## src/rtl/sys_arr_row_skew.sv

```systemverilog
// Row skew front-end for a systolic array.
// Each accepted row vector is screened for IEEE-754 single-precision specials
// and then fanned out so that lane i reaches array row i i+1 cycles after
// acceptance. The result is the diagonal wavefront that the array expects.

package sys_arr_row_skew_pkg;

    // Sticky screening flags: overflow = Inf/NaN seen, underflow = subnormal flushed
    typedef struct packed {
        logic overflow;
        logic underflow;
    } err_t;

endpackage

module sys_arr_row_skew
    import sys_arr_row_skew_pkg::*;
#(
    parameter int N     = 4,
    parameter int CNT_W = 16
) (
    input  logic                CLK,
    input  logic                nRST,
    input  logic                in_valid,
    output logic                in_ready,
    input  logic [N*32-1:0]     in_data,
    input  logic                stall,
    input  logic                flush,
    output logic [N*32-1:0]     out_data,
    output logic [N-1:0]        out_valid,
    output logic                busy,
    output logic [CNT_W-1:0]    row_cnt,
    output err_t                err
);

    localparam int WORD_W = 32;

    // Subnormal: zero exponent with a nonzero mantissa
    function automatic logic is_subnormal(input logic [WORD_W-1:0] w);
        is_subnormal = (w[30:23] == 8'h00) && (w[22:0] != 23'd0);
    endfunction

    // Inf or NaN: all-ones exponent
    function automatic logic is_inf_nan(input logic [WORD_W-1:0] w);
        is_inf_nan = (w[30:23] == 8'hFF);
    endfunction

    // Flush subnormals to signed zero, canonicalise NaN, pass the rest untouched
    function automatic logic [WORD_W-1:0] screen_word(input logic [WORD_W-1:0] w);
        if (is_subnormal(w)) begin
            screen_word = {w[31], 31'd0};
        end else if (is_inf_nan(w) && (w[22:0] != 23'd0)) begin
            screen_word = 32'h7FC0_0000;
        end else begin
            screen_word = w;
        end
    endfunction

    logic         accept;
    logic [N-1:0] lane_ovf;
    logic [N-1:0] lane_udf;
    logic [N-1:0] lane_busy;

    // Flush takes priority over acceptance, and stall blocks it
    assign in_ready = !stall && !flush;
    assign accept   = in_valid && in_ready;
    assign busy     = |lane_busy;

    for (genvar i = 0; i < N; i++) begin : g_lane
        logic [WORD_W-1:0] word_in;
        logic [WORD_W-1:0] data_p [0:i];
        logic [i:0]        vld_p;

        assign word_in     = in_data[i*WORD_W +: WORD_W];
        assign lane_ovf[i] = is_inf_nan(word_in);
        assign lane_udf[i] = is_subnormal(word_in);

        // Lane delay line of depth i+1: stage 0 loads the screened word or a bubble
        always_ff @(posedge CLK or negedge nRST) begin
            if (!nRST) begin
                vld_p <= '0;
                for (int k = 0; k <= i; k++) begin
                    data_p[k] <= '0;
                end
            end else if (flush) begin
                vld_p <= '0;
                for (int k = 0; k <= i; k++) begin
                    data_p[k] <= '0;
                end
            end else if (!stall) begin
                // stage 0 boundary: screening happens before the first register
                vld_p[0]  <= accept;
                data_p[0] <= accept ? screen_word(word_in) : '0;
                // stages 1..i boundary: plain shift toward the array
                for (int k = 1; k <= i; k++) begin
                    vld_p[k]  <= vld_p[k-1];
                    data_p[k] <= data_p[k-1];
                end
            end
        end

        assign out_data[i*WORD_W +: WORD_W] = data_p[i];
        assign out_valid[i]                 = vld_p[i];
        assign lane_busy[i]                 = |vld_p;
    end

    // Accepted-row counter, wrapping naturally at 2^CNT_W
    always_ff @(posedge CLK or negedge nRST) begin
        if (!nRST) begin
            row_cnt <= '0;
        end else if (flush) begin
            row_cnt <= '0;
        end else if (accept) begin
            row_cnt <= row_cnt + 1'b1;
        end
    end

    // Sticky error flags, set from any lane of an accepted row
    always_ff @(posedge CLK or negedge nRST) begin
        if (!nRST) begin
            err <= '0;
        end else if (flush) begin
            err <= '0;
        end else if (accept) begin
            err.overflow  <= err.overflow  | (|lane_ovf);
            err.underflow <= err.underflow | (|lane_udf);
        end
    end

endmodule

```

## config.mk

```make
export PLATFORM = sky130hd
export DESIGN_NAME = sys_arr_row_skew
export DESIGN_NICKNAME = d
export VERILOG_FILES = /design/src/rtl/sys_arr_row_skew.sv
export SDC_FILE = /design/constraint.sdc
export NUM_CORES = 1
export LEC_CHECK = 0
export ABC_AREA = 1
export CAP_MARGIN = 20
export CORE_UTILIZATION = 47
export DETAILED_ROUTE_END_ITERATION = 8
export GPL_TIMING_DRIVEN = 0
export PLACE_DENSITY = 0.77
export SYNTH_ARGS = -nofsm -noshare
export SYNTH_HDL_FRONTEND = slang
export SYNTH_SLANG_ARGS = --single-unit
```

## constraint.sdc

```tcl
create_clock -name CLK -period 1.5 [get_ports CLK]
set_input_delay 0.15 -clock CLK [delete_from_list [all_inputs] [get_ports CLK]]
set_output_delay 0.15 -clock CLK [all_outputs]
set_load 0.05 [all_outputs]
```

==> flow_summary.json <==
{
  "status": "finished, violations left",
  "violations": "negative setup slack",
  "synth_area_leaders": "dfrtp_1, o22ai_1, inv_1",
  "final-setup-viol-count": 1,
  "criticalPathCategory": "reg2out",
  "yosys_warnings": 0,
  "rows": 64,
  "cts.sinks": 342,
  "ant_nets": 0,
  "endpoint_kind": "output pin",
  "dpl_cell_area_um2": 18000,
  "synth_top_area_share": 0.588,
  "period_needed_ns": 1.51,
  "syn_area_per_cell_um2": 9.49,
  "place_inst": 2218,
  "max_cap_viol_count": 0,
  "power_mw": 20.6,
  "max_stage_delay_ns": 0.40,
  "firstDrtPassIters": 7,
  "p_sw_mw": 4.83,
  "drc": 0,
  "max_freq_ghz": 0.662,
  "grt_first_pass_wirelength_um": 62700,
  "cts_tree": "yes",
  "crit_family": "flip-flops",
  "core_area_um2": 30500,
  "clk_pin_slew_ns": 0.06,
  "swShare": 0.235,
  "cp-start-kind": "flip-flop",
  "synth_cell_type_count": 30,
  "p_int_mw": 15.7,
  "grt_max_degree": 132,
  "final_nets": 1996,
  "async_flop_share": 1.00,
  "final_hold_viol_count": 0,
  "min_path_type": "in2async",
  "crit_chain": "inv_1, nand4_1, buf_6",
  "synth_common_cells": "dfrtp_1, inv_1, o22ai_1",
  "post-place-ws_ns": -0.704,
  "crit_buf_inv": 2,
  "cp.arrival_ns": 1.36,
  "track_usage": 0.256,
  "ys_ff_latch": 342,
  "cp-startpoint": "g_lane[3].vld_p[3]$_DFFE_PN0P_",
  "gr-total-overflow": 0,
  "synth_ff_type": "dfrtp_1",
  "io_pins": 285,
  "cts_buffers": 35,
  "synth_nets": 1669,
  "syn_area_um2": 14600,
  "final_area_um2": 18800,
  "power_frac_clock": 0.442,
  "critPathMaxFanout": 2,
  "clock_skew_ns": 0.0124,
  "report.final.slew_viol_count": 0,
  "port_buffers": 284,
  "synth-edff-count": 0,
  "worstPathRequired_ns": 1.35,
  "dieArea_um2": 31700,
  "yosysSeqAreaShare": 0.588,
  "r2r_start": "row_cnt[0]$_DFFE_PN0P_",
  "maxSlewHeadroom": 0.558,
  "area_growth_pct": 29.3,
  "layout_setup_ws_ns": -0.00954,
  "ctsRootBufferMaster": "clkbuf_16",
  "wl_per_cell_um": 17.5,
  "fillers": 2528,
  "dr_total_vias": 12000,
  "drive_gt1_frac": 0.223,
  "period_share": 1.01,
  "cellLeakagePower_nw": 9.04,
  "initial_utilization": 0.477,
  "power.density_nw_per_um2": 1090,
  "rsz0062_at_grt": "yes",
  "htree_levels": 2,
  "die-height_um": 178,
  "clockBufferDepth": 3,
  "die_x_um": 178,
  "tightest_slew_ns": 0.663,
  "yosysMostFrequentCell": "dfrtp_1",
  "max-vdd-ir-drop_mv": 0.602,
  "tns_ns": -0.00954,
  "place_congestion": 0.852,
  "place_hpwl_um": 28400,
  "vias_per_cell": 5.27,
  "postSynthCellCount": 1535,
  "pwr-share-seq": 0.463,
  "wl_um": 39900,
  "dr.first_iter.drc_count": 769,
  "clock_latency_ns": 0.51,
  "fin_cells": 2278,
  "antenna_found_initial": 1,
  "grt_pass1_vias": 12000,
  "power_frac_comb": 0.096,
  "cpMaxStageDelayCell": "dfrtp_1",
  "yosysTopAreaCell": "dfrtp_1"
}
==> final timing paths <==
check	end	slack, ns	depth (start not counted)
setup / recovery	busy	-0.01	3
hold / removal	g_lane[0].data_p[17]$_DFFE_PN0P_	0.15	2
setup reg to reg	row_cnt[12]$_DFFE_PN0P_	0.07	8
hold reg to reg	err[1]$_DFFE_PN0P_	0.49	2
max in group asynchronous	out_data[79]$_DFFE_PN0P_	0.22	4
min in group CLK	g_lane[1].data_p[44]$_DFFE_PN0P_	0.23	3
==> area by class of cell <==
cell class / instances / area [um^2] / area share
Buffer: 190 / 1250 / 0.0665
Tap cell: 396 / 495 / 0.0263
Inverter: 250 / 938 / 0.0498
Clock inverter: 11 / 205 / 0.0109
Antenna cell: 1 / 2.50 / 0.000133
Sequential cell: 342 / 8570 / 0.455
Clock buffer: 45 / 976 / 0.0518
Multi-Input combinational cell: 753 / 3890 / 0.206
Timing Repair Buffer: 290 / 2510 / 0.133
==> layer usage <==
| metal | share of wire | track usage |
|---|---|---|
| met1 | 0.41 | 0.337 |
| met3 | 0.060 | 0.0354 |
| met2 | 0.49 | 0.424 |
| met4 | 0.041 | 0.111 |
| met5 | 0 | 0 |
==> registers in the layout (all words and copies together), names as in the netlist <==
signal	flops
g_lane.vld_p	4
row_cnt	16
out_data	96
g_lane.data_p	224
err	2
==> per-stage QoR <==
step,hold slack [ns],util
final,0.150,0.617
after CTS,0.146,0.618
after detailed placement,0.0760,0.591
after global placement,0.469,0.588
after floorplan,-0.146,-
after global routing,0.171,0.617
==> worst reg2reg max path, delay by kind of cell (launching register included) <==
family,cells,cell delay (ns)
and+or+nand+nor,4,0.42
DFF,1,0.42
AOI/OAI and AO/OA,2,0.18
adders and majority gates,1,0.17
buffers and inverters,1,0.15
==> placed cells by master, fill, tap and decap left out, types with 7 or more instances in the layout <==
| cell type | n |
|---|---|
| a21oi_1 | 14 |
| dfrtp_1 | 333 |
| buf_4 | 102 |
| clkbuf_1 | 18 |
| inv_1 | 245 |
| o21ai_0 | 133 |
| nand3_1 | 141 |
| clkdlybuf4s50_1 | 130 |
| buf_2 | 160 |
| o22ai_1 | 190 |
| nor3_1 | 7 |
| buf_6 | 9 |
| nor2_1 | 71 |
| clkbuf_16 | 37 |
| nand4_1 | 19 |
| clkdlybuf4s15_2 | 47 |
| nand2_1 | 140 |
| o21ai_1 | 13 |
| dfrtp_2 | 9 |
==> repair_timing <==
item,CTS,global route
endpoints found under the hold margin,129,0
buffers inserted,0,2
setup endpoints to repair,310,96
pin swaps,1,6
hold buffers,1,0
gates cloned,0,0
resized for setup,637,60
==> power by group through the flow <==
stage | Combinational (mW) | Sequential, mW | Clock, mW
floorplan | 0.831 | 9.80 | 0
detailed placement | 2.00 | 9.68 | 0
global placement | 1.93 | 9.69 | 0
CTS | 1.97 | 9.51 | 9.22
global route | 2.14 | 9.53 | 9.57
finish | 1.96 | 9.52 | 9.09
==> cell families (layout without fill, tap and decap cells) <==
| group | count (synthesis) | count (layout) | synth area share |
|---|---|---|---|
| buffers and inverters | 440 | 786 | 0.150 |
| other | 0 | 1 | 0 |
| flip-flops | 342 | 342 | 0.588 |
| AO/OA/AOI/OAI | 354 | 354 | 0.139 |
| AND/OR/NAND/NOR | 398 | 398 | 0.123 |
| adder cells (fa/ha/maj) | 1 | 1 | 0.000859 |
Note: power is estimated with default switching activity, not from simulation.
